**src/rtl/halton_env_pkg.sv**
```systemverilog
// Shared types for the Halton-sample planning environment: map geometry, points, checker FSM states.
package halton_env_pkg;
  localparam int COORD_W = 10;
  localparam int MAP_W   = 1024;
  localparam int MAP_H   = 1024;

  typedef logic [COORD_W-1:0]        coord_t;
  typedef logic signed [COORD_W+1:0] scoord_t;

  typedef struct packed {
    coord_t x;
    coord_t y;
  } point_t;

  typedef enum logic [1:0] {IDLE, WALK, DRAIN, RESP} state_t;

  function automatic scoord_t to_s(coord_t c);
    return $signed({2'b00, c});
  endfunction
endpackage

```
**src/rtl/bresenham_stepper.sv**
```systemverilog
// Bresenham line walker: load latches a segment, each step advances one pixel along it.
module bresenham_stepper
  import halton_env_pkg::*;
(
  input  logic   clk,
  input  logic   rst_n,
  input  logic   load,
  input  logic   step,
  input  point_t p0,
  input  point_t p1,
  output point_t cur,
  output logic   last
);
  coord_t           x_q, x_d, y_q, y_d;
  scoord_t          dx_q, dx_d, dy_q, dy_d, err_q, err_d;
  logic             sx_neg_q, sx_neg_d, sy_neg_q, sy_neg_d;
  logic [COORD_W:0] rem_q, rem_d;
  scoord_t          ddx, ddy, adx, ady, mx, e2;

  always_comb begin
    ddx = to_s(p1.x) - to_s(p0.x);
    ddy = to_s(p1.y) - to_s(p0.y);
    adx = ddx[COORD_W+1] ? -ddx : ddx;
    ady = ddy[COORD_W+1] ? -ddy : ddy;
    mx  = (adx >= ady) ? adx : ady;
    e2  = err_q <<< 1;
    x_d = x_q; y_d = y_q; dx_d = dx_q; dy_d = dy_q; err_d = err_q;
    sx_neg_d = sx_neg_q; sy_neg_d = sy_neg_q; rem_d = rem_q;
    if (load) begin
      x_d      = p0.x;
      y_d      = p0.y;
      dx_d     = adx;
      dy_d     = -ady;
      sx_neg_d = ddx[COORD_W+1];
      sy_neg_d = ddy[COORD_W+1];
      err_d    = adx - ady;
      rem_d    = mx[COORD_W:0];
    end else if (step) begin
      // both tests use the pre-update e2, so diagonal moves update x and y together
      if (e2 >= dy_q) begin
        err_d = err_d + dy_q;
        x_d   = sx_neg_q ? x_q - coord_t'(1) : x_q + coord_t'(1);
      end
      if (e2 <= dx_q) begin
        err_d = err_d + dx_q;
        y_d   = sy_neg_q ? y_q - coord_t'(1) : y_q + coord_t'(1);
      end
      rem_d = rem_q - (COORD_W+1)'(1);
    end
  end

  always_ff @(posedge clk) begin
    if (!rst_n) begin
      x_q <= '0; y_q <= '0; dx_q <= '0; dy_q <= '0; err_q <= '0;
      sx_neg_q <= 1'b0; sy_neg_q <= 1'b0; rem_q <= '0;
    end else begin
      x_q <= x_d; y_q <= y_d; dx_q <= dx_d; dy_q <= dy_d; err_q <= err_d;
      sx_neg_q <= sx_neg_d; sy_neg_q <= sy_neg_d; rem_q <= rem_d;
    end
  end

  assign cur  = '{x: x_q, y: y_q};
  assign last = (rem_q == '0);
endmodule

```
**config.mk**
```make
export PLATFORM = sky130hd
export DESIGN_NAME = bresenham_stepper
export DESIGN_NICKNAME = d
export VERILOG_FILES = /design/src/rtl/halton_env_pkg.sv /design/src/rtl/bresenham_stepper.sv
export SDC_FILE = /design/constraint.sdc
export NUM_CORES = 1
export LEC_CHECK = 0
export BUFFER_PORTS_ARGS = -buffer_cell sky130_fd_sc_hd__buf_2
export CAP_MARGIN = 20
export CORE_UTILIZATION = 60
export DETAILED_ROUTE_END_ITERATION = 6
export GPL_ROUTABILITY_DRIVEN = 0
export GPL_TIMING_DRIVEN = 0
export PLACE_DENSITY = 0.8
export SKIP_LAST_GASP = 1
export SYNTH_ARGS = -nofsm -noshare
export SYNTH_HDL_FRONTEND = slang
export SYNTH_SLANG_ARGS = --single-unit
```
**constraint.sdc**
```tcl
create_clock -name clk -period 7 [get_ports clk]
set_clock_uncertainty 0.15 [all_clocks]
set_input_delay 1.4 -clock clk [delete_from_list [all_inputs] [get_ports clk]]
set_output_delay 1.4 -clock clk [all_outputs]
set_load 0.02 [all_outputs]
```
==> results of run 1 <==
==> worst paths after layout <==
check	endpoint	cells past startpoint	start	slack (ps)
setup / recovery	rem_q[0]	20	p0[0]	800
hold / removal	dx_q[11]	2	dx_q[11]	310
setup reg to reg	err_q[10]	22	dy_q[1]	1290
hold reg to reg	dx_q[11]	2	dx_q[11]	310
==> state kept, by name (all words and copies together) (netlist names) <==
signal    flops
rem_q        11
sy_neg_q      1
x_q          10
dx_q         12
err_q        11
sx_neg_q      1
y_q          10
dy_q         12
==> layout make-up <==
| class | count | area, sq um |
|---|---|---|
| Multi-Input combinational cell | 770 | 5585 |
| Fill cell | 1064 | 3861 |
| Sequential cell | 68 | 1361 |
| Inverter | 91 | 341.6 |
| Timing Repair Buffer | 62 | 310.3 |
| Clock buffer | 12 | 236.5 |
| Tap cell | 168 | 210.2 |
| Buffer | 36 | 140.1 |
| Clock inverter | 3 | 15.01 |
==> where the power goes <==
group / leakage (nW) / switching, mW / internal (mW)
clock network: 0.126 / 0.173 / 0.236
registers: 0.565 / 0.105 / 0.462
logic: 3.00 / 1.09 / 0.749
total: 3.69 / 1.37 / 1.45
==> cells by family (layout without fill, tap and decap cells) <==
| logic type | count (synthesis) | after routing | share of synthesized area, % |
|---|---|---|---|
| buffers and inverters | 127 | 204 | 6.484 |
| adder cells (fa/ha/maj) | 101 | 101 | 17.72 |
| AO/OA/AOI/OAI | 277 | 277 | 25.82 |
| XOR/XNOR | 75 | 75 | 9.146 |
| AND/OR/NAND/NOR | 298 | 298 | 19.94 |
| flip-flops | 68 | 68 | 18.33 |
| other | 2 | 2 | 0.1011 |
| multiplexers | 17 | 17 | 2.459 |
==> through the flow <==
| step | power, mW | cell area, sq um |
|---|---|---|
| 2_1_floorplan | 1.920 | 7428 |
| 3_5_place_dp | 2.361 | 7949 |
| 6_report | 2.820 | 8200 |
| 4_1_cts | 2.781 | 8200 |
| 5_1_grt | 3.019 | 8200 |
| 3_3_place_gp | 2.327 | 7949 |
==> critical path: stages <==
cell	delay, ps
buf_2	120
ha_1	240
fa_1	440
nand2b_1	210
a21oi_1	230
xor2_2	180
nor3_1	500
nand2_1	110
o31ai_1	280
xnor2_1	320
inv_1	100
ha_1	390
nand4_1	120
o311ai_0	160
or3_1	340
o21ai_0	300
clkbuf_1	400
nor2_1	80
a211oi_1	240
a211oi_1	90
==> layer usage <==
layer  vias up  track usage [%]  part of all wire, %
li1       3656                -                    -
met1      3464            46.01                   44
met2       351            53.70                   43
met3        82            4.874                  7.7
met4         0            18.25                  4.7
met5         -                0                    0
==> cells in the final DEF (no fill, tap or decap), drive strengths merged, types with 13 or more instances in the layout <==
cell    netlist  final
nor3         31     31
a21o         22     22
dfxtp        68     68
ha           94     94
nor2b        20     20
xnor2        41     41
nand2        71     71
clkbuf       27     39
a21oi        67     67
o21ai        47     47
a211oi       34     34
inv          90     90
nand3        27     27
buf           9     71
xor2         34     34
nor2         81     81
a31oi        13     13
==> results by group, run 1 <==
Outcome
  • Outcome: completed

Global route
  • Gr usage total: 34.40%
  • Vias in the first global route: 6757
  • Maximum number of pins on one net before global-route repair: 12
  • GRT overflow: 0
  • First-pass GRT wire length: 34190 um
  • Initial antenna violation count: 0

Routing
  • Per-cell routed wire length: 17.89 um
  • DRT iter0 DRCs: 676
  • DRC Markers: 0
  • Vias: 7553
  • First-pass DRT Iterations: 6
  • Final WL: 21650 um
  • Post-route ant nets: 0
  • Routed vias/inst: 6.242

Die
  • Overall die width: 113.3 um
  • Die Footprint: 0.01283 sq mm
  • Row count: 40
  • Chip Height: 113.3 um
  • Initial Util: 61.59%
  • Top Ports: 65
  • Core Area: 0.01206 sq mm

CTS
  • TritonCTS buffer count: 9
  • H-tree depth: 3
  • # hold bufs at CTS: 0
  • Clock Sinks: 68
  • Clock Latency Late Sink: 350 ps
  • Clock root cell: clkbuf_16
  • CTS resizes: 0
  • Clock slew at reported path FFs: 60 ps
  • Clk buf depth: 2
  • Setup Buffers After CTS: 0
  • CTS tree: done

Timing
  • Slew margin rel.: 50.03%
  • Slew Viols, Final: 0
  • Worst hold slack: 310.6 ps
  • Max Clk Rate: 161.3 MHz
  • Least-Margin Pin Slew: 749.5 ps
  • RSZ-0062 raised after global routing: false
  • TNS Setup: 0 ps
  • Setup Viol. Count Final: 0
  • Final Hold Viols: 0
  • Min setup slack post-route: 802.3 ps
  • Period minus WS final: 6198 ps
  • Tcrit/Tclk final: 88.54%

Logic synthesis
  • Post-synth EDFFs: 0
  • Syn Nets: 1110
  • Post-Syn Instances: 965
  • Primary FF master, synth: dfxtp_1
  • Post-synthesis sequential area ratio: 18.33%
  • Number of synthesized register bits: 68
  • Most common library cells after synthesis: ha_1 (94), inv_1 (90), nor2_1 (80)
  • Unique cell type count in the Yosys netlist: 81
  • Post-synth top area share: 18.33%
  • Synth top area cells: dfxtp_1 (18%), ha_1 (16%), xnor2_1 (4.8%)
  • Cell with the most instances after synthesis: ha_1
  • Post-Syn Area: 0.007428 sq mm
  • Post-synth ARST share: 0%
  • Syn avg cell area: 7.698 sq um
  • Yosys warns: 0
  • Synth area leader: dfxtp_1

Layout
  • Fin util: 67.99%
  • Nets: 1183
  • ANT cells: 0
  • Final cell count without fillers: 1210
  • Share of post-route cells with drive strength above 1: 10.46%
  • P&R area growth vs syn: 10.39%

Power and ir drop
  • P_leak: 3.693 nW
  • Power Density: 343.9 mW/mm^2
  • VDD IR max: 0.0001417 V

Setup path
  • Crit-path max FO: 10
  • Crit path DAT: 6240 ps
  • CP endpoint kind: flip-flop
  • Critical Path RT: 7040 ps
  • Worst Path Class, Setup: primary input to flip-flop
  • Type of origin of the critical path: primary input

Job
  • Max Cap Viol: 0

Placement
  • Number of port buffers: 62
  • Dpl hpwl: 16580 um
  • DP Worst Slack: 592.1 ps
  • Inst Count DP: 1195

Hold path
  • Hold Path Class: flip-flop to flip-flop
Note: power is estimated with default switching activity, not from simulation.
==> run 2, diff against run 1 <==
Settings changed: PLACE_DENSITY 0.8 to 0.9.
==> run 2 against run 1 <==
Global-route usage decreased by 0.21 points; register-to-register slack improved by 110 ps; non-clock buffer count unchanged; die area unchanged; sequential cell count unchanged; critical path depth decreased by 1; worst hold slack improved by 2.9 ps; first-iteration DRC count increased by 19%; power increased by 2.0%; via count increased by 0.99%; critical endpoint unchanged; largest cell class unchanged; highest routed layer unchanged.
==> results by group, run 2 (synthesized netlist as in run 1, its figures left out) <==
Setup path
  • Slowest-stage cell, CP: xor2_1 (was nor3_1)
  • Crit-path max FO: 10 (unchanged)
  • R2r endpoint: err_q[10] (unchanged)
  • Reg2reg start: dy_q[1] (unchanged)
  • Family with the most delay on the worst path: compound AO/OA/AOI/OAI gates (was simple AND/OR/NAND/NOR gates)
  • Crit path DAT: 6230 ps (was 6240 ps)
  • R2r worst-path depth: 22 (unchanged)
  • CP endpoint kind: flip-flop (unchanged)
  • CP peak stage delay: 540 ps (was 500 ps)
  • R2R setup slack: 1400 ps (was 1290 ps)
  • Type of origin of the critical path: primary input (unchanged)
  • Cells along the critical path: buf_2, ha_1, fa_1, nand2b_1, a21oi_1, xor2_2, nor3_1, a31oi_1, xor2_1, ha_1, nand4_1, a21oi_1, o31a_1, o21a_1, o21ai_0, clkbuf_1, nor2_1, a211oi_1, a211oi_1 (was buf_2, ha_1, fa_1, nand2b_1, a21oi_1, xor2_2, nor3_1, nand2_1, o31ai_1, xnor2_1, inv_1, ha_1, nand4_1, o311ai_0, or3_1, o21ai_0, clkbuf_1, nor2_1, a211oi_1, a211oi_1)
  • Worst Path Class, Setup: primary input to flip-flop (unchanged)
  • Critical Path RT: 7050 ps (was 7040 ps)
  • WP buf/inv: 2 (was 3)

Hold path
  • Worst hold endpoint: dx_q[11] (unchanged)
  • Hold Path Class: flip-flop to flip-flop (unchanged)
  • Worst Hold Launch: dx_q[11] (unchanged)
  • Worst Hold Path Cells: 2 (unchanged)

Layout
  • Nets: 1183 (unchanged)
  • P&R area growth vs syn: 11.05% (was 10.39%)
  • Share of post-route cells with drive strength above 1: 10.83% (was 10.46%)
  • ANT cells: 0 (unchanged)
  • Biggest regs: dx_q (12), dy_q (12) (unchanged)
  • Commonest non-fill, non-tap cell in the layout: ha_1 (unchanged)
  • Commonest cells after routing, fill and taps aside: ha_1 (94), inv_1 (90), nor2_1 (80) (unchanged)
  • Fin util: 68.39% (was 67.99%)

Routing
  • Per-cell routed wire length: 17.54 um (was 17.89 um)
  • DRC Markers: 0 (unchanged)
  • Routed vias/inst: 6.299 (was 6.242)
  • Met1 Routed Length: 8981 um (was 9543 um)
  • Final WL: 21240 um (was 21650 um)
  • DRT iter0 DRCs: 804 (was 676)
  • First-pass DRT Iterations: 5 (was 6)
  • Post-route ant nets: 0 (unchanged)
  • Met3 routed WL: 1999 um (was 1667 um)
  • Highest metal used: met4 (unchanged)
  • WL met2: 9160 um (was 9416 um)
  • Vias: 7628 (was 7553)

Power and ir drop
  • Total Power: 2.876 mW (was 2.820 mW)
  • VDD IR max: 0.0001841 V (was 0.0001417 V)
  • Power Density: 348.6 mW/mm^2 (was 343.9 mW/mm^2)
  • P_leak: 3.705 nW (was 3.693 nW)

Timing
  • Setup Viol. Count Final: 0 (unchanged)
  • Tcrit/Tclk final: 88.31% (was 88.54%)
  • Slew Viols, Final: 0 (unchanged)
  • Least-Margin Pin Slew: 754.4 ps (was 749.5 ps)
  • Period minus WS final: 6182 ps (was 6198 ps)
  • TNS Setup: 0 ps (unchanged)
  • Max Clk Rate: 161.8 MHz (was 161.3 MHz)
  • RSZ-0062 raised after global routing: false (unchanged)
  • Worst hold slack: 313.5 ps (was 310.6 ps)
  • Slew margin rel.: 49.71% (was 50.03%)
  • Final Hold Viols: 0 (unchanged)
  • Min setup slack post-route: 818.4 ps (was 802.3 ps)

CTS
  • Clock Latency Late Sink: 350 ps (about the same)
  • CTS resizes: 0 (unchanged)
  • CTS tree: done (unchanged)
  • H-tree depth: 3 (unchanged)
  • Clock slew at reported path FFs: 60 ps (about the same)
  • TritonCTS buffer count: 9 (unchanged)
  • Clock root cell: clkbuf_16 (unchanged)
  • Setup Buffers After CTS: 0 (unchanged)
  • # hold bufs at CTS: 0 (unchanged)
  • Clk buf depth: 2 (unchanged)
  • Clock Sinks: 68 (unchanged)

Die
  • Initial Util: 61.59% (unchanged)
  • Core Area: 0.01206 sq mm (unchanged)
  • Chip Height: 113.3 um (unchanged)
  • Row count: 40 (unchanged)
  • Die Footprint: 0.01283 sq mm (unchanged)
  • Overall die width: 113.3 um (unchanged)
  • Top Ports: 65 (unchanged)

Global route
  • Initial antenna violation count: 0 (unchanged)
  • Gr usage total: 34.19% (was 34.40%)
  • GRT overflow: 0 (unchanged)
  • Vias in the first global route: 7138 (was 6757)
  • Maximum number of pins on one net before global-route repair: 14 (was 12)
  • First-pass GRT wire length: 34640 um (was 34190 um)

Outcome
  • Outcome: completed (unchanged)

Placement
  • Dpl hpwl: 16320 um (was 16580 um)
  • DP Worst Slack: 613.4 ps (was 592.1 ps)
  • Number of port buffers: 62 (unchanged)

Job
  • Max Cap Viol: 0 (unchanged)
-- run 2: worst max path at each step --
stage | from | end | slack [ps] | depth (start not counted)
floorplan | p1[0] | rem_q[0] | 1340 | 20
global placement | p0[0] | rem_q[0] | 640 | 19
detailed placement | p0[0] | rem_q[0] | 610 | 19
CTS | p0[0] | rem_q[0] | 950 | 19
global route | p0[0] | rem_q[0] | 500 | 20
finish | p0[0] | rem_q[0] | 820 | 19
-- run 2: worst register-to-register path, stage by stage (launching register included) --
cell,delay (ps)
dfxtp_1,430
inv_1,80
ha_1,270
nor2b_1,120
o21a_1,110
o21ai_0,70
a21oi_1,170
o221ai_1,130
a21oi_1,480
clkbuf_1,450
clkbuf_1,540
nor2_1,130
nor2_1,150
ha_1,270
nor2b_1,140
o21ai_0,220
a21o_1,180
a31oi_1,150
and4_1,240
o31ai_1,470
and4_1,310
o31ai_1,90
nand3b_1,150
-- run 2: area by class of cell --
class	instances	area, sq um
sequential	68	1361
buffer	36	140.1
clock inverter	7	75.07
inverter	91	341.6
tap	168	210.2
clock buffer	9	225.2
fill	956	3812
multi-input combinational	770	5585
timing repair buffer	62	310.3
-- run 2: per-stage QoR --
step / cells / instance area, sq um
floorplan: 965 / 7428
global placement: 1195 / 7949
detailed placement: 1195 / 7949
CTS: 1211 / 8249
global route: 1211 / 8249
finish: 1211 / 8249
-- run 2: power by group --
group | switching (mW) | internal, mW
Sequential | 0.105 | 0.462
Clock | 0.189 | 0.277
Combinational | 1.09 | 0.750
-- run 2: per-layer routing --
layer,vias to the layer above,track usage [%]
li1,3648,-
met1,3471,44.98
met2,413,53.05
met3,96,4.874
met4,0,20.79
met5,-,0
==> run 3, diff against run 2 <==
Settings changed: CORE_UTILIZATION 60 to 45, PLACE_DENSITY 0.9 to 0.73.
==> run 3 against run 2 <==
Core utilization fell by 16 points; cell count up 3.9%; sequential share of layout area down 0.13 points; worst hold slack better by 7.0 ps; first-iteration DRC count down 32%; critical path type unchanged; wire length is 3.4% higher; clock power rose by 3%; maximum frequency shrank 0.77%; design area is 0.77% higher; setup slack got worse by 48 ps; non-clock buffer count did not move; critical endpoint unchanged; critical path depth unchanged.
==> results by group, run 3 (synthesized netlist as in run 1, its figures left out) <==
CTS
  • CTS tree: done (unchanged)
  • Clock Latency Late Sink: 350 ps (about the same)
  • Clk buf depth: 2 (unchanged)
  • CTS resizes: 0 (unchanged)
  • Clock slew at reported path FFs: 50 ps (was 60 ps)
  • TritonCTS buffer count: 9 (unchanged)
  • H-tree depth: 3 (unchanged)
  • Clock Sinks: 68 (unchanged)
  • Setup Buffers After CTS: 0 (unchanged)
  • Clock root cell: clkbuf_16 (unchanged)
  • # hold bufs at CTS: 0 (unchanged)

Timing
  • Slew Viols, Final: 0 (unchanged)
  • Worst hold slack: 320.6 ps (was 313.5 ps)
  • Final Hold Viols: 0 (unchanged)
  • Least-Margin Pin Slew: 788.2 ps (was 754.4 ps)
  • Max Clk Rate: 160.5 MHz (was 161.8 MHz)
  • Tcrit/Tclk final: 89.00% (was 88.31%)
  • Min setup slack post-route: 770.3 ps (was 818.4 ps)
  • RSZ-0062 raised after global routing: false (unchanged)
  • TNS Setup: 0 ps (unchanged)
  • Setup Viol. Count Final: 0 (unchanged)
  • Period minus WS final: 6230 ps (was 6182 ps)
  • Slew margin rel.: 47.46% (was 49.71%)

Placement
  • Cell area after placement: 0.008009 sq mm (was 0.007949 sq mm)
  • Dpl hpwl: 17260 um (was 16320 um)
  • Number of port buffers: 62 (unchanged)
  • DP Worst Slack: 521.6 ps (was 613.4 ps)

Layout
  • Cell area after layout: 0.008313 sq mm (was 0.008249 sq mm)
  • Register area: 0.001361 sq mm (unchanged)
  • Biggest regs: dx_q (12), dy_q (12) (unchanged)
  • Nets: 1183 (unchanged)
  • Commonest cells after routing, fill and taps aside: ha_1 (94), inv_1 (90), nor2_1 (80) (unchanged)
  • Fillers: 1590 (was 956)
  • Fin util: 51.96% (was 68.39%)
  • Share of post-route cells with drive strength above 1: 10.56% (was 10.83%)
  • Area of the multi-input gates: 0.005585 sq mm (unchanged)
  • ANT cells: 0 (unchanged)
  • Commonest non-fill, non-tap cell in the layout: ha_1 (unchanged)
  • P&R area growth vs syn: 11.91% (was 11.05%)

Power and ir drop
  • VDD IR max: 0.0001788 V (was 0.0001841 V)
  • P_leak: 3.716 nW (was 3.705 nW)
  • Power Density: 346.7 mW/mm^2 (was 348.6 mW/mm^2)

Die
  • Core Area: 0.01600 sq mm (was 0.01206 sq mm)
  • Overall die width: 130.5 um (was 113.3 um)
  • Chip Height: 130.5 um (was 113.3 um)
  • Die Footprint: 0.01703 sq mm (was 0.01283 sq mm)
  • Initial Util: 46.43% (was 61.59%)
  • Top Ports: 65 (unchanged)
  • Row count: 46 (was 40)

Global route
  • Vias in the first global route: 6585 (was 7138)
  • Gr usage total: 26.74% (was 34.19%)
  • Initial antenna violation count: 0 (unchanged)
  • GRT overflow: 0 (unchanged)
  • Maximum number of pins on one net before global-route repair: 12 (was 14)
  • First-pass GRT wire length: 34600 um (was 34640 um)

Setup path
  • Family with the most delay on the worst path: compound AO/OA/AOI/OAI gates (unchanged)
  • Crit path DAT: 6270 ps (was 6230 ps)
  • CP peak stage delay: 550 ps (was 540 ps)
  • Slowest-stage cell, CP: xor2_1 (unchanged)
  • Cells along the critical path: buf_2, ha_1, fa_1, nand2b_1, a21oi_1, xor2_2, nor3_1, a31oi_1, xor2_1, ha_1, nand4_1, a21oi_1, o31a_1, o21a_1, o21ai_0, clkbuf_1, nor2_1, a211oi_1, a211oi_1 (unchanged)
  • Crit-path max FO: 10 (unchanged)
  • CP endpoint kind: flip-flop (unchanged)
  • Worst Path Class, Setup: primary input to flip-flop (unchanged)
  • Critical Path RT: 7040 ps (was 7050 ps)
  • WP buf/inv: 2 (unchanged)
  • Type of origin of the critical path: primary input (unchanged)

Job
  • Max Cap Viol: 0 (unchanged)

Outcome
  • Outcome: completed (unchanged)

Routing
  • DRC Markers: 0 (unchanged)
  • DRT iter0 DRCs: 544 (was 804)
  • Per-cell routed wire length: 17.46 um (was 17.54 um)
  • Final WL: 21960 um (was 21240 um)
  • First-pass DRT Iterations: 5 (unchanged)
  • Vias: 7294 (was 7628)
  • Routed vias/inst: 5.798 (was 6.299)
  • Post-route ant nets: 0 (unchanged)

Hold path
  • Hold Path Class: flip-flop to flip-flop (unchanged)
==> run 3: cell count changes in the layout (fill, tap and decap cells not counted) <==
cell,delta
clkbuf_8,+3
clkinvlp_4,-3
clkbuf_1,+2
clkinv_2,-1
clkinv_4,-1
inv_6,-1
==> run 3: layout make-up <==
type                    count  share of cell area [%]
clock inverters             1                  0.3612
inverters                  91                   4.109
multi-input cells         770                   67.19
well taps                 216                   3.251
flip-flops and latches     68                   16.38
plain buffers              36                   1.686
clock buffers              14                   3.296
repair buffers             62                   3.733
==> run 3: path summary, 6_finish.rpt <==
path	from	to	slack, ps	depth (start not counted)
setup / recovery	p0[0]	rem_q[0]	770	19
hold / removal	dx_q[11]	dx_q[11]	320	2
setup reg to reg	dy_q[1]	err_q[10]	1350	22
hold reg to reg	dx_q[11]	dx_q[11]	320	2
==> run 3: worst min-delay path, cell delays in order, from the launching register on <==
cell     delay [ps]
dfxtp_1         290
inv_1            80
nor3_1           50
==> run 3: stage by stage <==
step,std cells,total power [mW]
global route,1258,3.094
finish,1258,2.882
floorplan,965,1.920
CTS,1258,2.849
detailed placement,1243,2.362
global placement,1243,2.325
==> run 3: power breakdown <==
| part | switching [mW] | leakage, nW | internal (mW) | total (mW) |
|---|---|---|---|---|
| Clock | 0.173 | 0.149 | 0.303 | 0.477 |
| Combinational | 1.09 | 3.00 | 0.749 | 1.84 |
| Sequential | 0.105 | 0.565 | 0.462 | 0.567 |
==> run 3: per-layer routing <==
metal | track usage (%) | wire, um
met2 | 42.23 | 9770
met1 | 36.48 | 10090
met5 | 0 | 0
met3 | 4.194 | 1541
met4 | 10.34 | 554
